<file path="config.mk">
export PLATFORM = sky130hd
export DESIGN_NAME = prbs_pattern_gen_flat
export DESIGN_NICKNAME = d
export VERILOG_FILES = /design/src/rtl/prbs_pattern_gen_pkg.sv /design/src/rtl/prbs_pattern_gen_if.sv /design/src/rtl/prbs_pattern_gen_lfsr.sv /design/src/rtl/prbs_pattern_gen.sv /design/src/flat_wrapper.sv
export SDC_FILE = /design/constraint.sdc
export NUM_CORES = 1
export LEC_CHECK = 0
export CAP_MARGIN = 20
export CORE_MARGIN = 1
export CORE_UTILIZATION = 61
export CTS_BUF_LIST = sky130_fd_sc_hd__clkbuf_8
export CTS_CLUSTER_DIAMETER = 100
export DETAILED_ROUTE_END_ITERATION = 6
export GPL_ROUTABILITY_DRIVEN = 0
export MAX_ROUTING_LAYER = met4
export PLACE_DENSITY = 0.86
export SLEW_MARGIN = 10
export SYNTH_ARGS = -nofsm -noshare
export SYNTH_HDL_FRONTEND = slang
export SYNTH_SLANG_ARGS = --single-unit
</file>
<file path="constraint.sdc">
create_clock -name clock -period 3.3 [get_ports clock]
set_input_delay 0.495 -clock clock [delete_from_list [all_inputs] [get_ports clock]]
set_output_delay 0.495 -clock clock [all_outputs]
set_load 0.01 [all_outputs]
</file>
<file path="src/rtl/prbs_pattern_gen_pkg.sv">
// Shared types and constants for the PRBS pattern generator: FSM state encoding,
// counter width and the second feedback tap for each supported PRBS order.
package prbs_pattern_gen_pkg;

    localparam int unsigned CNT_W = 32;

    typedef enum logic [1:0] {
        ST_IDLE = 2'd0,
        ST_LOAD = 2'd1,
        ST_RUN  = 2'd2
    } state_e;

    // First tap is always the LFSR length; this returns the second one (1-based).
    function automatic int unsigned lfsr_tap2(input int unsigned len);
        case (len)
            7:       return 6;
            15:      return 14;
            23:      return 18;
            31:      return 28;
            default: return len - 1;
        endcase
    endfunction

endpackage

</file>
<file path="src/rtl/prbs_pattern_gen_if.sv">
// Control and stream signals of the PRBS pattern generator.
// master = stimulus/control side, slave = the generator itself.
interface prbs_pattern_gen_if;
    import prbs_pattern_gen_pkg::*;

    logic             start;
    logic             stop;
    logic             inject_req;
    logic             inject_ack;
    logic             pattern;
    logic             bit_valid;
    logic             tx_enable;
    logic [CNT_W-1:0] bit_count;

    modport master (
        output start, stop, inject_req,
        input  inject_ack, pattern, bit_valid, tx_enable, bit_count
    );

    modport slave (
        input  start, stop, inject_req,
        output inject_ack, pattern, bit_valid, tx_enable, bit_count
    );

endinterface

</file>
<file path="src/rtl/prbs_pattern_gen_lfsr.sv">
// Fibonacci LFSR with synchronous seed load and shift enable; fb_c is the
// feedback bit that the next shift will insert at bit 0.
module prbs_pattern_gen_lfsr
    import prbs_pattern_gen_pkg::*;
#(
    parameter int unsigned     LEN  = 7,
    parameter logic [LEN-1:0]  SEED = '1
) (
    input  logic clock,
    input  logic reset,
    input  logic load,
    input  logic shift,
    output logic fb_c
);
    localparam int unsigned T1 = LEN;
    localparam int unsigned T2 = lfsr_tap2(LEN);

    logic [LEN-1:0] lfsr_q;
    logic [LEN-1:0] lfsr_d;

    always_comb fb_c = lfsr_q[T1-1] ^ lfsr_q[T2-1];

    always_comb begin
        lfsr_d = lfsr_q;
        if (load) begin
            lfsr_d = SEED;
        end else if (shift) begin
            lfsr_d = {lfsr_q[LEN-2:0], fb_c};
        end
    end

    always_ff @(posedge clock or negedge reset) begin
        if (!reset) begin
            lfsr_q <= SEED;
        end else begin
            lfsr_q <= lfsr_d;
        end
    end

endmodule

</file>
<file path="src/rtl/prbs_pattern_gen.sv">
// PRBS pattern generator: run-control FSM, bit-rate divider, saturating bit counter.
// Single-bit error injection is compiled in only when ERR_INJECT_EN is defined.
module prbs_pattern_gen
    import prbs_pattern_gen_pkg::*;
#(
    parameter int unsigned          LFSR_LEN = 7,
    parameter int unsigned          DIV      = 50,
    parameter logic [LFSR_LEN-1:0]  SEED     = '1
) (
    input  logic              clock,
    input  logic              reset,
    prbs_pattern_gen_if.slave bus
);
    localparam int unsigned      DIV_W    = (DIV > 1) ? $clog2(DIV) : 1;
    localparam logic [DIV_W-1:0] DIV_LAST = DIV_W'(DIV - 1);

    state_e           state_q, state_d;
    logic [DIV_W-1:0] div_cnt_q, div_cnt_d;
    logic             pattern_q, pattern_d;
    logic             bit_valid_q, bit_valid_d;
    logic             tx_enable_q, tx_enable_d;
    logic             inject_ack_q, inject_ack_d;
    logic [CNT_W-1:0] bit_count_q, bit_count_d;

    logic lfsr_load;
    logic lfsr_shift;
    logic lfsr_fb;
    logic inj;

`ifdef ERR_INJECT_EN
    assign inj = bus.inject_req;
`else
    logic unused_inject_req;
    assign inj               = 1'b0;
    assign unused_inject_req = bus.inject_req;
`endif

    prbs_pattern_gen_lfsr #(
        .LEN  (LFSR_LEN),
        .SEED (SEED)
    ) u_lfsr (
        .clock (clock),
        .reset (reset),
        .load  (lfsr_load),
        .shift (lfsr_shift),
        .fb_c  (lfsr_fb)
    );

    // Next-state, divider and bit generation; a cycle that leaves RUN never emits a bit.
    always_comb begin
        state_d      = state_q;
        div_cnt_d    = div_cnt_q;
        pattern_d    = pattern_q;
        bit_valid_d  = 1'b0;
        inject_ack_d = 1'b0;
        bit_count_d  = bit_count_q;
        lfsr_load    = 1'b0;
        lfsr_shift   = 1'b0;

        case (state_q)
            ST_IDLE: begin
                if (bus.start) begin
                    state_d = ST_LOAD;
                end
            end
            ST_LOAD: begin
                lfsr_load   = 1'b1;
                div_cnt_d   = '0;
                bit_count_d = '0;
                pattern_d   = 1'b0;
                state_d     = ST_RUN;
            end
            ST_RUN: begin
                if (bus.start) begin
                    state_d = ST_LOAD;
                end else if (!bus.stop) begin
                    if (div_cnt_q == DIV_LAST) begin
                        div_cnt_d    = '0;
                        lfsr_shift   = 1'b1;
                        pattern_d    = lfsr_fb ^ inj;
                        bit_valid_d  = 1'b1;
                        inject_ack_d = inj;
                        bit_count_d  = (bit_count_q == '1) ? bit_count_q
                                                           : bit_count_q + CNT_W'(1);
                    end else begin
                        div_cnt_d = div_cnt_q + DIV_W'(1);
                    end
                end
            end
            default: begin
                state_d = ST_IDLE;
            end
        endcase

        if (bus.stop) begin
            state_d = ST_IDLE;
        end

        tx_enable_d = (state_d == ST_RUN);
    end

    always_ff @(posedge clock or negedge reset) begin
        if (!reset) begin
            state_q      <= ST_IDLE;
            div_cnt_q    <= '0;
            pattern_q    <= 1'b0;
            bit_valid_q  <= 1'b0;
            tx_enable_q  <= 1'b0;
            inject_ack_q <= 1'b0;
            bit_count_q  <= '0;
        end else begin
            state_q      <= state_d;
            div_cnt_q    <= div_cnt_d;
            pattern_q    <= pattern_d;
            bit_valid_q  <= bit_valid_d;
            tx_enable_q  <= tx_enable_d;
            inject_ack_q <= inject_ack_d;
            bit_count_q  <= bit_count_d;
        end
    end

    assign bus.pattern    = pattern_q;
    assign bus.bit_valid  = bit_valid_q;
    assign bus.tx_enable  = tx_enable_q;
    assign bus.inject_ack = inject_ack_q;
    assign bus.bit_count  = bit_count_q;

endmodule
</file>
<file path="src/flat_wrapper.sv">
// flat-port wrapper written by rule: the top's interface ports become plain ports
module prbs_pattern_gen_flat import prbs_pattern_gen_pkg::*;
#(
    parameter int unsigned          LFSR_LEN = 7,
    parameter int unsigned          DIV      = 50,
    parameter logic [LFSR_LEN-1:0]  SEED     = '1
)
  (clock, reset, bus_start, bus_stop, bus_inject_req, bus_inject_ack, bus_pattern, bus_bit_valid, bus_tx_enable, bus_bit_count);
  prbs_pattern_gen_if bus_i ();
  input  logic clock;
  input  logic reset;
  input wire logic [$bits(bus_i.start)-1:0] bus_start;
  input wire logic [$bits(bus_i.stop)-1:0] bus_stop;
  input wire logic [$bits(bus_i.inject_req)-1:0] bus_inject_req;
  output wire logic [$bits(bus_i.inject_ack)-1:0] bus_inject_ack;
  output wire logic [$bits(bus_i.pattern)-1:0] bus_pattern;
  output wire logic [$bits(bus_i.bit_valid)-1:0] bus_bit_valid;
  output wire logic [$bits(bus_i.tx_enable)-1:0] bus_tx_enable;
  output wire logic [$bits(bus_i.bit_count)-1:0] bus_bit_count;
  assign bus_i.start = bus_start;
  assign bus_i.stop = bus_stop;
  assign bus_i.inject_req = bus_inject_req;
  assign bus_inject_ack = bus_i.inject_ack;
  assign bus_pattern = bus_i.pattern;
  assign bus_bit_valid = bus_i.bit_valid;
  assign bus_tx_enable = bus_i.tx_enable;
  assign bus_bit_count = bus_i.bit_count;
  prbs_pattern_gen #(.LFSR_LEN(LFSR_LEN), .DIV(DIV), .SEED(SEED)) u_core (.clock(clock), .reset(reset), .bus(bus_i));
endmodule
</file>
==> results.py, run 1 <==
metrics = {
    "cts": {
        "clock_latency_ns": 0.30,
        "ctsHoldBuffers": 0,
        "cts_resized": 0,
        "cts_buffer_depth": 2,
        "clk_pin_slew_ns": 0.09,
        "cts_tree": "yes",
        "cts_max_level": 2,
        "clock_sinks": 50,
        "post_cts_buffers": 0,
        "cts_root_buf": "clkbuf_8",
        "numCtsBuffers": 5,
    },
    "die": {
        "core_area_mm2": 0.00450,
        "rows": 24,
        "dieArea_mm2": 0.00512,
        "start_util": 0.655,
        "die_y_um": 71.5,
        "pin_count": 41,
        "die_w_um": 71.5,
    },
    "logic_synthesis": {
        "synth_top_flop_cell": "dfrtp_1",
        "synth-edff-count": 0,
        "yosysWarnings": 0,
        "yosys.area.top_type_share": 0.365,
        "synth_common_cells": "dfrtp_1, o31ai_1, nand2_1",
        "ys_top_cells_by_area": "dfrtp_1, o31ai_1, o31ai_2",
        "synth_most_common_cell": "dfrtp_1",
        "ys_async_sr_fraction": 1.00,
        "yosysSeqAreaShare": 0.427,
        "synth_area_leader_cell": "dfrtp_1",
        "synth_seq_cells": 50,
        "syn_area_mm2": 0.00295,
        "ys_types": 59,
        "syn_nets": 304,
        "syn_inst": 296,
        "synth_area_per_cell_um2": 9.96,
    },
    "setup_path": {
        "endpoint_kind": "register",
        "worstPathArrival_ns": 2.90,
        "crit_type": "register to register",
        "cp_max_fo": 15,
        "crit_required_ns": 3.47,
        "crit_path_start_kind": "register",
    },
    "global_routing": {
        "grt_max_degree": 51,
        "grt_usage": 0.296,
        "grt_pass1_wl_um": 11500,
        "grt.overflow.total": 0,
        "antenna_found_initial": 0,
        "grt_pass1_vias": 2388,
    },
    "routing": {
        "ant_nets": 0,
        "drtIter0Drc": 169,
        "wl_per_cell_um": 17.5,
        "via_per_inst": 6.66,
        "drc_errors": 0,
        "route.vias.total": 2546,
        "drt_wl_total_um": 6680,
        "drtPass1Iterations": 4,
    },
    "layout": {
        "num_antenna_cells": 0,
        "drive_gt1_frac": 0.158,
        "fin_nets": 337,
        "fillers": 330,
        "multiInputGateArea_mm2": 0.00153,
        "seq_area_mm2": 0.00126,
        "stdcell_count": 382,
        "areaGrowthSynthToFinish_pct": 16.8,
    },
    "pwr": {
        "finalPower_uw": 1130,
        "leakage_uw": 0.00142,
        "peakVddDrop_mv": 0.198,
        "powerDensity_mw_per_mm2": 327,
    },
    "timing": {
        "fin_ws_ns": 0.567,
        "timing.fmax_mhz": 366,
        "worst_hold_slack_ns": 0.212,
        "tns_ns": 0,
        "period_minus_slack_ns": 2.73,
        "drv_slew": 0,
        "finalCritPeriodShare": 0.828,
        "finalHoldViolCount": 0,
        "skew_ns": 0.00766,
        "slew_headroom": 0.586,
        "setup_viol": 0,
        "rsz0062_at_grt": "false",
        "worstMarginPinSlew_ns": 0.621,
    },
    "place": {
        "dp.cells": 374,
        "dp_slack_ns": 0.590,
        "dp.final_hpwl_um": 4530,
        "port-buffer-count": 38,
    },
    "outcome": {
        "status": "completed",
    },
    "worst_hold_path": {
        "worst_hold_path_type": "input pin to asynchronous set/reset pin",
    },
    "job": {
        "timing.max_cap.violations": 0,
    },
}
registers in the layout, indices dropped and copies added (netlist names):
signal / count
u_core.bus.bit_count: 32
u_core.bus.bit_valid: 1
u_core.bus.pattern: 1
u_core.bus.tx_enable: 1
u_core.div_cnt_q: 6
u_core.state_q: 2
u_core.u_lfsr.lfsr_q: 7
cell families (layout without fill, tap and decap cells):
logic type | after synthesis | in the layout | synth area share
other | 1 | 1 | 0.00127
xor gates and xnor gates | 4 | 4 | 0.0119
adders and majority gates | 3 | 3 | 0.0127
AOI/OAI and AO/OA | 93 | 93 | 0.257
and+or+nand+nor | 112 | 112 | 0.213
buffers and inverters | 27 | 61 | 0.0569
muxes | 6 | 6 | 0.0204
DFF | 50 | 50 | 0.427
critical path, stage by stage (launching register included):
cell,delay [ns]
dfrtp_1,0.48
ha_1,0.26
nand3_1,0.22
or4_4,0.61
nor4_4,0.31
buf_4,0.23
or2_1,0.14
buf_4,0.23
o31ai_1,0.11
power breakdown:
group	switching, µW	total (µW)	internal [µW]
sequential	3.14	619	616
combinational	46.5	65.3	18.8
clock	196	441	244
total	246	1130	879
worst paths after layout:
path                                              start                  endpoint  slack, ns  depth (start not counted)
min in group clock                    u_core.state_q[0]         u_core.state_q[0]       0.50                          1
max in group asynchronous                         reset  u_core.bus.bit_count[29]       2.68                          1
worst max register to register  u_core.bus.bit_count[0]  u_core.bus.bit_count[14]       0.57                          8
worst min-delay path                              reset  u_core.bus.bit_count[27]       0.21                          1
worst min register to register        u_core.state_q[0]         u_core.state_q[0]       0.50                          1
worst max-delay path            u_core.bus.bit_count[0]  u_core.bus.bit_count[14]       0.57                          8
layout by cell type, fill, tap and decap left out, types with 2 or more instances in the layout:
master	count
and2_1	5
o311a_1	2
nor2_1	19
ha_1	3
dfrtp_1	43
clkdlybuf4s50_1	37
nand2b_1	5
nor3_1	4
nand3_1	16
inv_1	6
buf_4	11
and3_1	4
dfstp_2	7
nor4_4	2
a31oi_1	8
nor2b_1	3
xor2_1	3
a21o_1	3
o31ai_2	16
a41oi_1	2
o31ai_1	27
o21ai_0	7
a211oi_1	2
o21ai_2	4
a21oi_1	8
a211o_1	2
mux2i_1	6
nand4_1	12
and4_1	6
nor4_1	6
clkbuf_8	6
nand2_1	22
cell type report:
| class | instances | share of cell area |
|---|---|---|
| multi-input cells | 219 | 0.444 |
| flip-flops and latches | 50 | 0.366 |
| repair buffers | 48 | 0.132 |
| clock buffers | 6 | 0.0240 |
| well taps | 52 | 0.0189 |
| clock inverters | 2 | 0.00981 |
| inverters | 5 | 0.00545 |
layer usage:
metal | wire [µm] | vias up | track usage
met5 | 0 | - | -
li1 | - | 1201 | -
met1 | 2960 | 1229 | 0.398
met3 | 441 | 4 | 0.0534
met2 | 3270 | 112 | 0.466
met4 | 21 | 0 | 0.0850
stage by stage:
step	utilization	area, µm²
finish	0.764	3440
global route	0.764	3440
CTS	0.764	3440
detailed placement	0.738	3320
global placement	0.738	3320
floorplan	-	2950
No activity file was read; power rests on OpenSTA's default activity.
==> inputs of run 2 (changes only) <==
Settings changed: CORE_UTILIZATION 61 to 51, PLACE_DENSITY 0.86 to 0.76.
Clock period 3.3 ns to 2.5 ns, I/O delays scaled along.
==> run 2 against run 1 <==
Sequential power rose by 32%. Routed wire length rose by 4.4%. Maximum frequency rose by 17%. Clock skew rose by 0.0013 ns. Design area rose by 4.8%. Register-to-register slack got worse by 0.41 ns. Clock-buffer cell count fell by 1. Critical path type unchanged. Sequential cell count did not move. Non-clock buffer count rose by 16. Sequential share of layout area fell by 1.7 points. Utilization fell by 11 points.
==> results.py, run 2 (same netlist as run 1, synthesis figures left out) <==
metrics = {
    "layout": {
        "postLayoutCoreUtil": 0.651,
        "fin_nets": 353,
        "layout_commonest_cell": "dfrtp_1",
        "drive_gt1_frac": 0.202,
        "fin_area_mm2": 0.00361,
        "areaGrowthSynthToFinish_pct": 22.3,
        "layout_common_cells": "dfrtp_1, clkdlybuf4s50_1, o31ai_1, buf_4, nand2_1",
        "largest_register_ffs": 32,
        "stdcell_count": 418,
        "num_antenna_cells": 0,
    },
    "global_routing": {
        "grt_max_degree": 27,
        "grt_pass1_wl_um": 11700,
        "antenna_found_initial": 0,
        "grtUsageMet1": 0.335,
        "grt_usage": 0.247,
        "met2_usage": 0.389,
        "grtUsageMet3": 0.0302,
        "grt.busiest_layer": "met2",
        "grt.overflow.total": 0,
        "grt_pass1_vias": 2487,
    },
    "timing": {
        "finalHoldViolCount": 0,
        "setup_viol": 0,
        "period_minus_slack_ns": 2.34,
        "fin_ws_ns": 0.156,
        "worstMarginPinSlew_ns": 0.627,
        "rsz0062_at_grt": "false",
        "timing.fmax_mhz": 427,
        "skew_ns": 0.00897,
        "slew_headroom": 0.582,
        "finalCritPeriodShare": 0.938,
        "drv_slew": 0,
        "tns_ns": 0,
    },
    "cts": {
        "cts_tree": "yes",
        "clock_latency_ns": 0.31,
        "post_cts_buffers": 0,
        "clk_pin_slew_ns": 0.10,
        "cts_max_level": 2,
        "cts_root_buf": "clkbuf_8",
        "numCtsBuffers": 5,
        "cts_resized": 0,
        "clock_sinks": 50,
        "ctsHoldBuffers": 0,
        "cts_buffer_depth": 2,
    },
    "setup_path": {
        "crit_path_start_kind": "register",
        "cp_max_fo": 12,
        "crit_type": "register to register",
        "endpoint_kind": "register",
        "worstPathArrival_ns": 2.54,
        "crit_required_ns": 2.70,
    },
    "die": {
        "rows": 27,
        "dieArea_mm2": 0.00609,
        "start_util": 0.532,
        "die_w_um": 78.0,
        "pin_count": 41,
        "core_area_mm2": 0.00554,
        "die_y_um": 78.0,
    },
    "place": {
        "dp_slack_ns": 0.169,
        "postPlaceCellArea_mm2": 0.00351,
        "port-buffer-count": 38,
        "dp.final_hpwl_um": 4890,
        "dp.cells": 410,
    },
    "routing": {
        "via_per_inst": 6.33,
        "drc_errors": 0,
        "drtIter0Drc": 214,
        "ant_nets": 0,
        "route.vias.total": 2644,
        "drtPass1Iterations": 5,
        "wl_per_cell_um": 16.7,
        "drt_wl_total_um": 6970,
    },
    "pwr": {
        "peakVddDrop_mv": 0.258,
        "powerDensity_mw_per_mm2": 391,
        "leakage_uw": 0.00150,
    },
    "outcome": {
        "status": "completed",
    },
    "job": {
        "timing.max_cap.violations": 0,
    },
    "worst_hold_path": {
        "worst_hold_path_type": "input pin to asynchronous set/reset pin",
    },
}
==> run 2: final cells by class <==
class	count	area (µm²)
Inverter	5	18.8
Fill cell	464	1930
Clock buffer	5	68.8
Timing Repair Buffer	64	608
Clock inverter	3	25.0
Multi-Input combinational cell	219	1540
Tap cell	72	90.1
Sequential cell	50	1260
==> run 2: power breakdown <==
part | internal, µW | leakage, µW | switching, µW | total, µW
registers | 814 | 0.000672 | 4.62 | 818
logic | 29.8 | 0.000781 | 63.6 | 93.4
clock network | 203 | 0.0000447 | 296 | 499
total | 1050 | 0.00150 | 364 | 1410
==> run 2: stage by stage <==
| stage | power [µW] | hold slack (ns) |
|---|---|---|
| after detailed placement | 928 | 0.423 |
| after global placement | 926 | 0.427 |
| final | 1410 | 0.0684 |
| after global routing | 1460 | 0.108 |
| after floorplan | 883 | 0.0794 |
| after CTS | 1420 | 0.0861 |
==> run 2: worst paths after layout <==
path                                         start  slack [ns]  cells after the start                        to
setup / recovery           u_core.bus.bit_count[1]        0.16                      7  u_core.bus.bit_count[24]
hold / removal                               reset        0.07                      1      u_core.bus.bit_valid
setup reg to reg           u_core.bus.bit_count[1]        0.16                      7  u_core.bus.bit_count[24]
hold reg to reg                 u_core.bus.pattern        0.51                      2        u_core.bus.pattern
max in group asynchronous                    reset        1.81                      2   u_core.u_lfsr.lfsr_q[4]
min in group clock              u_core.bus.pattern        0.51                      2        u_core.bus.pattern
==> run 2: worst max-delay path, cell delays in order, from the launching register on <==
cell and delay (ns):
dfrtp_1 0.37, ha_1 0.21, nand3_1 0.12, or4_4 0.57, nor4_4 0.43, buf_4 0.30
or4_1 0.15, o21ai_0 0.08
==> run 2: metal layers <==
metal | part of all wire | up-vias
li1 | - | 1238
met1 | 0.47 | 1319
met2 | 0.48 | 84
met3 | 0.044 | 3
met4 | 0.0046 | 0
met5 | 0 | -
==> inputs of run 3 (changes only) <==
--- a/config.mk
+++ b/config.mk
@@ -15,5 +15,5 @@
 export MAX_ROUTING_LAYER = met4
 export PLACE_DENSITY = 0.76
-export SLEW_MARGIN = 10
+export SLEW_MARGIN = 20
 export SYNTH_ARGS = -nofsm -noshare
 export SYNTH_HDL_FRONTEND = slang
==> constraint.sdc (replaced) <==
create_clock -name clock -period 2.5 [get_ports clock]
set_input_delay 0.5 -clock clock [delete_from_list [all_inputs] [get_ports clock]]
set_output_delay 0.5 -clock clock [all_outputs]
set_load 0.01 [all_outputs]
==> run 3 against run 2 <==
Clock-buffer cell count is the same. Clock skew shrank 0.0022 ns. Non-clock buffer count decreased by 3. First-iteration DRC count up 9.8%. Critical endpoint unchanged.
==> results.py, run 3 (same netlist as run 1, synthesis figures left out) <==
metrics = {
    "outcome": {
        "status": "completed",
    },
    "pwr": {
        "powerDensity_mw_per_mm2": 411,
        "peakVddDrop_mv": 0.230,
        "leakage_uw": 0.00149,
    },
    "timing": {
        "fin_ws_ns": 0.142,
        "worstMarginPinSlew_ns": 0.600,
        "finalHoldViolCount": 0,
        "tns_ns": 0,
        "timing.fmax_mhz": 424,
        "setup_viol": 0,
        "slew_headroom": 0.600,
        "drv_slew": 0,
        "finalCritPeriodShare": 0.943,
        "skew_ns": 0.00676,
        "period_minus_slack_ns": 2.36,
        "rsz0062_at_grt": "false",
    },
    "place": {
        "dp_slack_ns": 0.119,
        "dp.final_hpwl_um": 4810,
        "port-buffer-count": 38,
        "postPlaceCellArea_mm2": 0.00349,
    },
    "global_routing": {
        "grt_pass1_vias": 2450,
        "antenna_found_initial": 0,
        "grt_pass1_wl_um": 11900,
        "grt.overflow.total": 0,
        "grt_usage": 0.253,
        "grt_max_degree": 27,
    },
    "routing": {
        "via_per_inst": 6.30,
        "ant_nets": 0,
        "drtIter0Drc": 235,
        "wl_per_cell_um": 16.9,
        "route.vias.total": 2616,
        "drc_errors": 0,
        "drtPass1Iterations": 4,
        "drt_wl_total_um": 7000,
    },
    "cts": {
        "cts_max_level": 2,
        "cts_buffer_depth": 2,
        "clock_sinks": 50,
        "cts_tree": "yes",
        "numCtsBuffers": 5,
        "cts_resized": 0,
        "clock_latency_ns": 0.31,
        "post_cts_buffers": 0,
        "ctsHoldBuffers": 0,
        "clk_pin_slew_ns": 0.09,
        "cts_root_buf": "clkbuf_8",
    },
    "layout": {
        "largest_register_ffs": 32,
        "layout_common_cells": "dfrtp_1, clkdlybuf4s50_1, o31ai_1, nand2_1, buf_4",
        "drive_gt1_frac": 0.192,
        "areaGrowthSynthToFinish_pct": 22.1,
        "layout_commonest_cell": "dfrtp_1",
        "fin_nets": 350,
        "num_antenna_cells": 0,
        "fin_area_mm2": 0.00360,
    },
    "setup_path": {
        "crit_required_ns": 2.69,
        "cp_max_fo": 12,
        "r2r_cells": 7,
        "crit_type": "register to register",
        "crit_end": "u_core.bus.bit_count[24]",
        "crit_path_start_kind": "register",
        "r2r_slack_ns": 0.14,
        "r2r_start": "u_core.bus.bit_count[1]",
        "rr_endpoint": "u_core.bus.bit_count[24]",
        "startpoint": "u_core.bus.bit_count[1]",
        "worstPathArrival_ns": 2.55,
        "endpoint_kind": "register",
    },
    "die": {
        "die_w_um": 78.0,
        "die_y_um": 78.0,
        "rows": 27,
        "dieArea_mm2": 0.00609,
        "core_area_mm2": 0.00554,
        "pin_count": 41,
        "start_util": 0.532,
    },
    "worst_hold_path": {
        "worst_hold_path_type": "input pin to asynchronous set/reset pin",
    },
    "job": {
        "timing.max_cap.violations": 0,
    },
}
## run 3: power by group
group          switching [µW]  internal (µW)
clock network             274            295
registers                4.28            813
logic                    63.8           29.8
## run 3: layer usage
layer  GRT usage  wire length (µm)  vias to the layer above
met3      0.0442               375                        6
met4      0.0833                80                        0
met5           -                 0                        -
li1            -                 -                     1221
met1       0.353              3240                     1307
met2       0.375              3300                       82
## run 3: final cells by class
class	instances	area (µm²)
clock buffer	5	68.8
clock inverter	3	41.3
fill	472	1940
inverter	5	18.8
multi-input combinational	219	1540
sequential	50	1260
tap	72	90.1
timing repair buffer	61	586
## run 3: critical path: stages, from the launching register on
cell and delay (ns):
dfrtp_1 0.37, ha_1 0.21, nand3_1 0.13, or4_4 0.57
nor4_4 0.45, buf_4 0.30, or4_1 0.14, o21ai_0 0.07
## run 3: how the worst min path moves through the flow
stage,startpoint,end,slack [ns],cells past startpoint
2_1_floorplan,reset,u_core.bus.bit_count[0],0.20,0
3_3_place_gp,u_core.state_q[0],u_core.state_q[0],0.48,1
3_5_place_dp,u_core.state_q[0],u_core.state_q[0],0.48,1
4_1_cts,reset,u_core.bus.bit_count[20],0.20,1
5_1_grt,reset,u_core.bus.bit_count[20],0.24,1
6_report,reset,u_core.bus.bit_count[20],0.19,1
## run 3: stage by stage
stage	instances	utilization	hold WS [ns]	total power, µW
floorplan	296	-	0.204	883
global placement	407	0.630	0.479	927
detailed placement	407	0.630	0.484	928
CTS	415	0.650	0.205	1500
global route	415	0.650	0.238	1530
finish	415	0.650	0.191	1480
